<file path="config.mk">
export PLATFORM = sky130hd
export DESIGN_NAME = mux_rr_arbiter_16
export DESIGN_NICKNAME = d
export VERILOG_FILES = /design/src/rtl/mux_rr_arbiter_16.sv
export SDC_FILE = /design/constraint.sdc
export NUM_CORES = 1
export LEC_CHECK = 0
export CAP_MARGIN = 20
export CORE_MARGIN = 2
export CORE_UTILIZATION = 60
export CTS_CLUSTER_DIAMETER = 120
export DETAILED_ROUTE_END_ITERATION = 6
export PLACE_DENSITY = 0.88
export SYNTH_ARGS = -nofsm -noshare
export SYNTH_HDL_FRONTEND = slang
export SYNTH_SLANG_ARGS = --single-unit
export TNS_END_PERCENT = 100
</file>
<file path="constraint.sdc">
create_clock -name Clock_In -period 9.5 [get_ports Clock_In]
set_input_delay 1.9 -clock Clock_In [delete_from_list [all_inputs] [get_ports Clock_In]]
set_output_delay 1.9 -clock Clock_In [all_outputs]
set_load 0.01 [all_outputs]
</file>
<file path="src/rtl/mux_rr_arbiter_16.sv">
// Round-robin arbiter driving a 16:1 MUX (grant/select/enable) with IDLE/GRANT/GAP sequencing.
// Optional grant timeout enabled by defining MUX_RR_TIMEOUT_EN (uses MAX_HOLD).
module mux_rr_arbiter_16 #(
  parameter int MAX_HOLD = 8
) (
  input  logic        Clock_In,
  input  logic        Reset_In,
  input  logic [15:0] Request_In,
  output logic [15:0] Grant_Out,
  output logic [3:0]  Select_Out,
  output logic        Enable_Out,
  output logic        Timeout_Out
);

  typedef enum logic [1:0] {
    ST_IDLE  = 2'd0,
    ST_GRANT = 2'd1,
    ST_GAP   = 2'd2
  } state_t;

  if (MAX_HOLD < 2 || MAX_HOLD > 255) begin : g_bad_max_hold
    $error("MAX_HOLD must be in 2..255");
  end

  state_t      r_state;
  state_t      w_state_next;
  logic [3:0]  r_owner;
  logic [3:0]  w_owner_next;
  logic [3:0]  r_last_ptr;
  logic [3:0]  w_last_ptr_next;
  logic [3:0]  w_winner;
  logic [3:0]  w_idx;
  logic        w_in_grant;

  // Lowest rotation offset from Last_Ptr+1 wins; offset 16 wraps back onto Last_Ptr itself.
  always_comb begin
    w_winner = r_last_ptr;
    w_idx    = r_last_ptr;
    for (int k = 16; k >= 1; k--) begin
      w_idx = r_last_ptr + 4'(k);
      if (Request_In[w_idx]) begin
        w_winner = w_idx;
      end
    end
  end

`ifdef MUX_RR_TIMEOUT_EN
  localparam logic [7:0] HOLD_LAST = 8'(MAX_HOLD - 1);
  logic [7:0] r_hold;
  logic [7:0] w_hold_next;
  logic       r_timeout;
  logic       w_timeout_next;
`endif

  always_comb begin
    w_state_next    = r_state;
    w_owner_next    = r_owner;
    w_last_ptr_next = r_last_ptr;
`ifdef MUX_RR_TIMEOUT_EN
    w_hold_next     = r_hold;
    w_timeout_next  = 1'b0;
`endif
    case (r_state)
      ST_IDLE: begin
        if (|Request_In) begin
          w_state_next = ST_GRANT;
          w_owner_next = w_winner;
`ifdef MUX_RR_TIMEOUT_EN
          w_hold_next  = 8'd0;
`endif
        end
      end
      ST_GRANT: begin
        if (!Request_In[r_owner]) begin
          w_state_next    = ST_GAP;
          w_last_ptr_next = r_owner;
        end
`ifdef MUX_RR_TIMEOUT_EN
        else if (r_hold == HOLD_LAST) begin
          w_state_next    = ST_GAP;
          w_last_ptr_next = r_owner;
          w_timeout_next  = 1'b1;
        end else begin
          w_hold_next = r_hold + 8'd1;
        end
`endif
      end
      ST_GAP: begin
        w_state_next = ST_IDLE;
      end
      default: begin
        w_state_next = ST_IDLE;
      end
    endcase
  end

  always_ff @(posedge Clock_In or posedge Reset_In) begin
    if (Reset_In) begin
      r_state    <= ST_IDLE;
      r_owner    <= 4'd0;
      r_last_ptr <= 4'd15;
    end else begin
      r_state    <= w_state_next;
      r_owner    <= w_owner_next;
      r_last_ptr <= w_last_ptr_next;
    end
  end

`ifdef MUX_RR_TIMEOUT_EN
  always_ff @(posedge Clock_In or posedge Reset_In) begin
    if (Reset_In) begin
      r_hold    <= 8'd0;
      r_timeout <= 1'b0;
    end else begin
      r_hold    <= w_hold_next;
      r_timeout <= w_timeout_next;
    end
  end

  assign Timeout_Out = r_timeout;
`else
  assign Timeout_Out = 1'b0;
`endif

  // Outputs decode straight from registered state so reset clears them without waiting for an edge.
  assign w_in_grant = (r_state == ST_GRANT);
  assign Enable_Out = w_in_grant;
  assign Select_Out = r_owner;

  for (genvar gi = 0; gi < 16; gi++) begin : g_grant
    assign Grant_Out[gi] = w_in_grant && (r_owner == 4'(gi));
  end

endmodule

</file>
### Yosys cells after proc, flatten, opt, wreduce, memory -nomap -nowiden

Index checks and enable logic that the tools add are counted.

| word-level totals | value |
|---|---|
| output and inout port bits | 22 |
| word-level logic and storage cells | 125 |
| register bits after elaboration | 10 |
| bits of input ports | 18 |

| operators by class | value |
|---|---|
| reduce and logical (&&, ||, !) cells | 22 |
| add/subtract/negate cells | 15 |
| bitwise gates (word level) | 1 |
| equal/unequal tests | 18 |
| multiplexer cells | 50 |
| $lt $le $gt $ge | 16 |

Operators by type and width:

| operator | number |
|---|---|
| < comparator 4 x 5 -> 1 bit (second input constant) | 16 |
| binary-select mux 1 bit (select 4 bit) | 16 |
| two-way mux 4 bit | 15 |
| adder 4 bit (second input constant) | 8 |
| equality test 4 bit (second input constant) | 8 |
| adder 4 x 3 -> 4 bit (second input constant) | 4 |
| equality test 4 x 3 -> 1 bit (second input constant) | 4 |
| logical AND 1 bit | 16 |
| two-way mux 1 bit | 16 |
| OR reduction 16 bit | 1 |
| adder 4 x 2 -> 4 bit (second input constant) | 2 |
| equality test 4 x 2 -> 1 bit (second input constant) | 2 |
| AND reduction 2 bit | 3 |
| adder 4 x 1 -> 4 bit (second input constant) | 1 |
| equality test 4 x 1 -> 1 bit (second input constant) | 1 |
| zero test 4 bit | 1 |
| two-way mux 2 bit | 2 |
| != test 2 bit (second input constant) | 2 |
| case mux 2 bit (2 select lines) | 1 |
| equality test 2 x 1 -> 1 bit (second input constant) | 1 |
| zero test 2 bit | 1 |
| inverter 1 bit | 1 |

### Depth between registers and ports, before layout

Gate-level depths: netlist of the first run.

| logic depth | value |
|---|---|
| depth in word-level cells | 18 |
| depth in mapped cells | 14 |

### Worst setup path after synthesis of the first run

Ideal clock, no wire load.

| timing path | value |
|---|---|
| path type | in2reg |
| start point | in Request_In[10] |
| end point | reg r_owner[1], in the netlist Select_Out[1] |
| cell stages on the path | 8 |
| setup time | 0.078 ns |
| arrival | 3.730 ns |
| slack | 5.693 ns |
| cell sequence | mux4_2 > mux2_2 > mux2i_2 > nand2_1 > a311o_1 > a221oi_2 > o31ai_1 > a21oi_1 |

| between the ends | value |
|---|---|
| word-level cells in the longest chain between the ends | 17 |
| elaborated cells on any way between the ends | 47 |

Ends and longest elaborated chain:

| element | RTL line | source |
|---|---|---|
| start: declaration | 8 | `input logic [15:0] Request_In,` |
| binary-select mux 1 bit (select 4 bit) | 41 | `if (Request_In[w_idx]) begin` |
| two-way mux 1 bit (not written as such) | 41 |  |
| two-way mux 4 bit (15 in series) | 41 |  |
| end signal: assignment | 104 | `r_owner <= w_owner_next;` |
| end: declaration | 27 | `logic [3:0] r_owner;` |

Several ways; a longest one is shown, not always the timed one. The select of a mux whose other input is x is not followed.
A chain may end at the register's enable or synchronous reset.

### Final worst setup path of the first run

| timing path | value |
|---|---|
| start point | reg r_last_ptr[1] |
| end point | reg r_owner[1], in the netlist Select_Out[1] |

| between the ends | value |
|---|---|
| word-level cells in the longest chain between the ends | 18 |
| elaborated cells on any way between the ends | 60 |

Ends and longest elaborated chain:

| element | RTL line | source |
|---|---|---|
| start: declaration | 29 | `logic [3:0] r_last_ptr;` |
| start signal: assignment | 105 | `r_last_ptr <= w_last_ptr_next;` |
| adder 4 bit | 40 | `w_idx = r_last_ptr + 4'(k);` |
| binary-select mux 1 bit (select 4 bit) | 41 |  |
| two-way mux 1 bit (not written as such) | 41 |  |
| two-way mux 4 bit (14 in series) | 41 |  |
| two-way mux 4 bit * | 41 |  |

Mark *: on every way between the ends. The rest lies on a longest branch, timed or not. The select of a mux whose other input is x is not followed.

==> metrics, run 1 <==
status=complete, no violations; first-pass GRT wire length=14,300 µm; top cells by count, synth=mux4_2, nor2_1, nand2_1; final setup vio count=0; CP arrival=approximately 4.9 ns; Worst R2R Setup Slack=4.81 ns; Die Y=73.4 µm; Setup Fix Bufs, Post-CTS=0; GR Util All Layers=0.339; # DRC=0; asr flop ratio synth=1.00; Layout fillers=380; Detailed Route Iter0 Violations=approximately 370; Yosys warning total=0; slowest stage delay, CP=1.10 ns; end-of-flow core utilization=0.695; Worst Tran Pin Value=0.880 ns; post-synthesis mux area share=0.388; Data required, critical path=between 9 and 10 ns; TNS Setup=0 ns; Die W=73.4 µm; Min Clock Period, post-route=4.69 ns; die area=0.00538 mm²; XOR/XNOR Fraction of Synth Area=0.0446; # port buffers=38; kind of critical path=reg2reg; Clock Root Buffer=clkbuf_8; Yosys top cell by area=mux4_2; routed vias=2,946; Area contributors post-synth=mux4_2, mux2i_1, dfrtp_1; number of CTS-inserted buffers=3; CP Launch Type=register; RSZ-0062 raised after global routing=false; Adder-Cell Fraction of Synth Area=0.0303; post-synthesis register bit count=10; CP Max Fanout=34; CP most frequent cell=mux4_2; fmax=0.213 GHz; Syn Nets=350; TritonRoute pass-1 iters=5; Core Area=0.00469 mm²; mapped cell area=around 0.0029 mm²; slew margin rel.=0.413; CTS tree=yes; Synth Area in Simple Gates=0.197; Post-CTS Resized=0; CP Cell Sequence=clkinv_1 -> ha_1 -> mux4_2 -> mux4_2 -> o21a_1 -> a2111oi_2 -> o31ai_1 -> a21oi_1; nets=372; Hold Crit Class=reg2reg; initial antenna violation count=0; CTS Sinks=10; vias in the first global route=2,809; clk_lat worst skew=roughly 0.24 ns; Longest Clk Path Bufs=2; main combinational cell family by area after synthesis=multiplexers; Routed WL=8660 µm; final clock skew=approximately 0.0031 ns; largest net degree at the start of global routing=35; GP Congestion=0.988; H-tree depth=1; hpwl dp=6380 µm; Via density=~7.4; Yosys cell types=63; DR WL/cell=21.7 µm; Avg Synthesized Cell Area=8.88 µm²; Layout area overhead=12.9%; critical path's slowest cell=dfstp_2; Final Hold Fails=0; Reg clk slew, reported paths=0.05 ns; post-synth top area share=0.257; max cap viols=0; period utilization=0.494; most frequent cell after synthesis=mux4_2; antenna fix cells=0; Starting Density=0.615; EDFF count, synth=0; Slew Limit Fails=0; post-synthesis compound-gate area fraction=0.187; hold_buf cts=0; crit end category=register; antenna-violating nets left=0; Remaining Overflow, GRT=0; Most used DFF post-synth=dfrtp_1; row count=25; sequential area share after synthesis=0.0884; cells after synthesis=325; CP bufs+invs=1; Top delay family on crit path=multiplexers; I/O pin cnt=40; layout cells sized above 1=0.179
-- sequential cells by signal (all words and copies together) (netlist names) --
| name | cells |
|---|---|
| r_last_ptr | 4 |
| Select_Out | 4 |
| r_state | 2 |
-- logic make-up (layout without fill, tap and decap cells) --
logic type                 count (synthesis)  in the layout
and+or+nand+nor                          116            116
AOI/OAI and AO/OA                         75             75
muxes                                     68             68
buffers and inverters                     35             56
xor gates and xnor gates                  13             13
DFF                                       10             10
adders and majority gates                  7              7
other                                      1              1
-- layout make-up --
class / instances / area, µm² / area share
tap: 54 / 67.6 / 0.0207
sequential: 10 / 255 / 0.0783
inverter: 14 / 52.6 / 0.0161
multi-input combinational: 280 / 2450 / 0.751
clock buffer: 4 / 55.1 / 0.0169
timing repair buffer: 38 / 380 / 0.117
-- worst min-delay path, stage by stage, from the launching register on --
cell and delay [ns]:
dfrtp_1 0.34, nor3_1 0.11, nor2_1 0.11, a221oi_1 0.05
-- metrics by stage --
step / std cells / hold WS (ns) / area, µm² / setup slack, ns
floorplan: 325 / 0.581 / 2890 / 5.69
global placement: 396 / 0.634 / 3200 / 4.79
detailed placement: 396 / 0.633 / 3200 / 4.75
CTS: 400 / 0.645 / 3260 / 4.85
global route: 400 / 0.685 / 3260 / 4.51
finish: 400 / 0.652 / 3260 / 4.81
-- path summary, 6_finish.rpt --
path,startpoint,end,depth (start not counted)
worst max-delay path,r_last_ptr[1]$_DFFE_PP1P_,Select_Out[1]$_DFFE_PP0P_,8
worst max register to register,r_last_ptr[1]$_DFFE_PP1P_,Select_Out[1]$_DFFE_PP0P_,8
worst min register to register,r_state[0]$_DFFE_PP0P_,Select_Out[3]$_DFFE_PP0P_,3
worst min-delay path,r_state[0]$_DFFE_PP0P_,Select_Out[3]$_DFFE_PP0P_,3
max in group asynchronous,Reset_In,r_last_ptr[3]$_DFFE_PP1P_,2
min in group asynchronous,Reset_In,Select_Out[0]$_DFFE_PP0P_,2
-- routing by layer --
metal / GRT usage / wire (µm)
met3: 0.0302 / 756
met1: 0.489 / 3450
met2: 0.548 / 4270
met4: 0.0970 / 187
met5: 0 / 0
-- layout by cell type (no fill, tap or decap), types with 6 or more instances in the layout --
master,instances
clkdlybuf4s50_1,38
mux4_2,33
nor2_1,30
nand2_1,29
mux2i_1,21
a21oi_1,20
o21ai_0,15
inv_1,13
nand3_1,12
mux2_2,9
nand2b_1,9
nor3_1,8
nor4_1,7
ha_1,7
dfrtp_1,6
xor2_1,6
Power of run 1 is left out: the tool's default activity adds up to more than one toggle a clock period on the data nets, which glitch-free logic cannot reach.
==> inputs of run 2 (changes only) <==
CORE_UTILIZATION = 52   (was 60)
PLACE_DENSITY = 0.81   (was 0.88)
clock period = 4.24 ns   (was 9.5 ns; I/O delays follow)
==> metrics, run 2 (synthesis results as in run 1) <==
max layer used=met4; Worst R2R Setup Slack=0.68 ns; final clock skew=0.00190 ns; CP arrival=around 3.7 ns; number of CTS-inserted buffers=3; CP most frequent cell=mux4_2; Slew Limit Fails=0; H-tree depth=1; max cap viols=0; Worst R2R Path Depth=9; Clock Root Buffer=clkbuf_8; nets=~380; RSZ-0062 raised after global routing=false; die area=around 0.006 mm²; routed vias=2,919; CP Max Fanout=12; slew margin rel.=0.569; first-pass GRT wire length=13,900 µm; initial antenna violation count=0; CTS Sinks=10; final setup vio count=0; Setup crit end=Select_Out[2]$_DFFE_PP0P_; Critical Path Start=r_last_ptr[1]$_DFFE_PP1P_; crit end category=register; Core Area=0.00544 mm²; Reg clk slew, reported paths=0.05 ns; period utilization=0.840; fmax=0.281 GHz; Final Hold Fails=0; Longest Clk Path Bufs=2; end-of-flow core utilization=0.612; failing checks=design-rule violations; CP Launch Type=register; vias in the first global route=2,778; Layout fillers=about 470; Remaining Overflow, GRT=0; GR Util All Layers=0.284; I/O pin cnt=40; hold_buf cts=0; # port buffers=38; Starting Density=0.531; Post-CTS Resized=0; largest net degree at the start of global routing=34; WL met3=818 µm; Die W=78.5 µm; CTS tree=yes; clk_lat worst skew=~0.23 ns; row count=27; Data required, critical path=4.40 ns; Worst Tran Pin Value=0.642 ns; # DRC=1; antenna-violating nets left=0; Die Y=78.5 µm; TritonRoute pass-1 iters=7; CP Cell Sequence=clkinv_1 -> ha_1 -> buf_4 -> mux4_2 -> mux4_2 -> and4b_1 -> nor3_1 -> o2111ai_1 -> a31oi_1; TNS Setup=0 ns; antenna fix cells=0; Via density=6.88; Routed WL=8510 µm; DRT met1 WL=3350 µm; Top delay family on crit path=multiplexers; Hold Crit Class=reg2reg; status=complete, but fails checks; layout cells sized above 1=0.193; met2 wire len=4180 µm; GP Congestion=slightly below 1; worst reg2reg endpoint=Select_Out[2]$_DFFE_PP0P_; most frequent cells in the layout=clkdlybuf4s50_1, mux4_2, nor2_1; Layout area overhead=15.3%; kind of critical path=reg2reg; CP bufs+invs=2; hpwl dp=6400 µm; critical path's slowest cell=mux4_2; Setup Fix Bufs, Post-CTS=0; R2R Path Start=r_last_ptr[1]$_DFFE_PP1P_; Min Clock Period, post-route=between 3 and 4 ns; slowest stage delay, CP=0.61 ns; commonest non-fill, non-tap cell in the layout=clkdlybuf4s50_1; number of cells on the critical path=9; Detailed Route Iter0 Violations=between 400 and 500; DR WL/cell=about 20 µm
-- run 2: cell count changes in the layout (fill, tap and decap cells not counted), sizes merged --
cell  delta
buf      +6
-- run 2: through the flow --
stage | std cells | cell area [µm²] | worst slack, ns | hold slack, ns
2_1_floorplan | 325 | 2890 | 0.574 | 0.581
3_3_place_gp | 420 | 3270 | 0.640 | 0.619
3_5_place_dp | 420 | 3270 | 0.613 | 0.627
4_1_cts | 424 | 3330 | 0.750 | 0.635
5_1_grt | 424 | 3330 | 0.562 | 0.656
6_report | 424 | 3330 | 0.679 | 0.623
-- run 2: worst min-delay path by stage --
stage	start	end	slack (ns)	cells after the start
6_report	r_last_ptr[1]$_DFFE_PP1P_	r_last_ptr[1]$_DFFE_PP1P_	0.62	2
5_1_grt	r_last_ptr[1]$_DFFE_PP1P_	r_last_ptr[1]$_DFFE_PP1P_	0.66	2
4_1_cts	r_last_ptr[1]$_DFFE_PP1P_	r_last_ptr[1]$_DFFE_PP1P_	0.64	2
3_5_place_dp	r_last_ptr[1]$_DFFE_PP1P_	r_last_ptr[1]$_DFFE_PP1P_	0.63	2
3_3_place_gp	r_last_ptr[1]$_DFFE_PP1P_	r_last_ptr[1]$_DFFE_PP1P_	0.62	2
2_1_floorplan	r_state[1]$_DFFE_PP0P_	Select_Out[3]$_DFFE_PP0P_	0.58	3
-- run 2: layout make-up --
cell class | instances | area [µm²] | area share
well taps | 72 | 90.1 | 0.0271
clock buffers | 4 | 55.1 | 0.0165
inverters | 14 | 52.6 | 0.0158
flip-flops and latches | 10 | 255 | 0.0767
repair buffers | 44 | 425 | 0.128
multi-input cells | 280 | 2450 | 0.736
-- run 2: worst reg2reg max path, cell delays in order (launching register included) --
cell       delay, ns
dfstp_2         0.53
clkinv_1        0.20
ha_1            0.54
buf_4           0.27
mux4_2          0.39
mux4_2          0.62
and4b_1         0.22
nor3_1          0.31
o2111ai_1       0.21
a31oi_1         0.20
-- run 2: routing by layer --
layer	vias to the layer above	track usage
li1	1307	-
met1	1384	0.385
met2	206	0.476
met3	22	0.0299
met4	0	0.0895
met5	-	0
Power of run 2 is left out for the same reason.
==> inputs of run 3 (changes only) <==
CORE_UTILIZATION = 57   (was 52)
PLACE_DENSITY = 0.85   (was 0.81)
clock period = 3.6 ns   (was 4.24 ns; I/O delays follow)
==> metrics, run 3 (synthesis results as in run 1) <==
Die W=75.2 µm; Clock Root Buffer=clkbuf_8; Post-CTS Resized=0; CP Launch Type=register; I/O pin cnt=40; DR WL/cell=20.1 µm; Final Hold Fails=0; largest net degree at the start of global routing=34; Worst Tran Pin Value=0.633 ns; status=complete, no violations; CP Max Fanout=10; Slew Limit Fails=0; clk_lat worst skew=0.24 ns; Routed WL=8630 µm; hpwl dp=approximately 6600 µm; first-pass GRT wire length=13,800 µm; Die Y=approximately 75 µm; nets=388; CTS tree=yes; max cap viols=0; Via density=6.89; TritonRoute pass-1 iters=5; Setup Fix Bufs, Post-CTS=0; CTS Sinks=10; end-of-flow core utilization=0.705; Remaining Overflow, GRT=0; Detailed Route Iter0 Violations=278; # port buffers=38; GR Util All Layers=0.321; TNS Setup=0 ns; CP arrival=3.47 ns; most frequent cells in the layout=clkdlybuf4s50_1, mux4_2, nor2_1; slew margin rel.=0.577; Reg clk slew, reported paths=0.05 ns; Longest Clk Path Bufs=2; commonest non-fill, non-tap cell in the layout=clkdlybuf4s50_1; number of CTS-inserted buffers=3; vias in the first global route=2,705; # DRC=0; Hold Crit Class=reg2reg; Final Non-Filler Cells=429; Min Clock Period, post-route=about 3.3 ns; Inst Count DP=425; hold slack=0.656 ns; layout cells sized above 1=0.218; fmax=0.302 GHz; antenna fix cells=0; H-tree depth=1; row count=25; Data required, critical path=3.76 ns; Starting Density=0.599; kind of critical path=reg2reg; hold_buf cts=0; GP Congestion=1.05; initial antenna violation count=0; antenna-violating nets left=0; Layout area overhead=17.7%; die area=0.00565 mm²; RSZ-0062 raised after global routing=false; Core Area=around 0.0048 mm²; crit end category=register; final setup vio count=0; final clock skew=0.00109 ns; period utilization=0.920; routed vias=2,955
run 3: final timing paths:
check	startpoint	end	slack [ns]	cells past startpoint
min in group asynchronous	Reset_In	r_state[1]$_DFFE_PP0P_	0.76	2
max in group asynchronous	Reset_In	r_last_ptr[3]$_DFFE_PP1P_	2.53	2
min reg2reg	r_state[1]$_DFFE_PP0P_	Select_Out[3]$_DFFE_PP0P_	0.66	3
min	r_state[1]$_DFFE_PP0P_	Select_Out[3]$_DFFE_PP0P_	0.66	3
max reg2reg	r_last_ptr[1]$_DFFE_PP1P_	Select_Out[1]$_DFFE_PP0P_	0.29	8
max	r_last_ptr[1]$_DFFE_PP1P_	Select_Out[1]$_DFFE_PP0P_	0.29	8
run 3: cell type report:
type,count,area (µm²)
multi-input cells,280,2450
flip-flops and latches,10,255
repair buffers,54,500
fillers,380,1420
inverters,14,53.8
well taps,67,83.8
clock buffers,4,55.1
run 3: worst max-delay path: stages, from the launching register on:
cell,delay [ns]
dfstp_2,0.53
clkinv_2,0.19
ha_1,0.45
mux4_2,0.58
mux4_2,0.58
o21a_1,0.23
a2111oi_2,0.36
o31ai_1,0.14
a21oi_1,0.17
run 3: routing by layer:
metal / global-route usage / wire, µm / vias to the layer above
met5: 0 / 0 / -
met4: 0.0819 / 215 / 0
met3: 0.0321 / 706 / 20
met2: 0.548 / 4240 / 201
met1: 0.443 / 3470 / 1403
li1: - / - / 1331
run 3: through the flow:
step	setup WS (ns)	area (µm²)
final	0.289	3400
after CTS	0.313	3400
after detailed placement	0.142	3340
after global placement	0.188	3340
after floorplan	0.0129	2890
after global routing	0.163	3400
Power of run 3 is left out for the same reason.
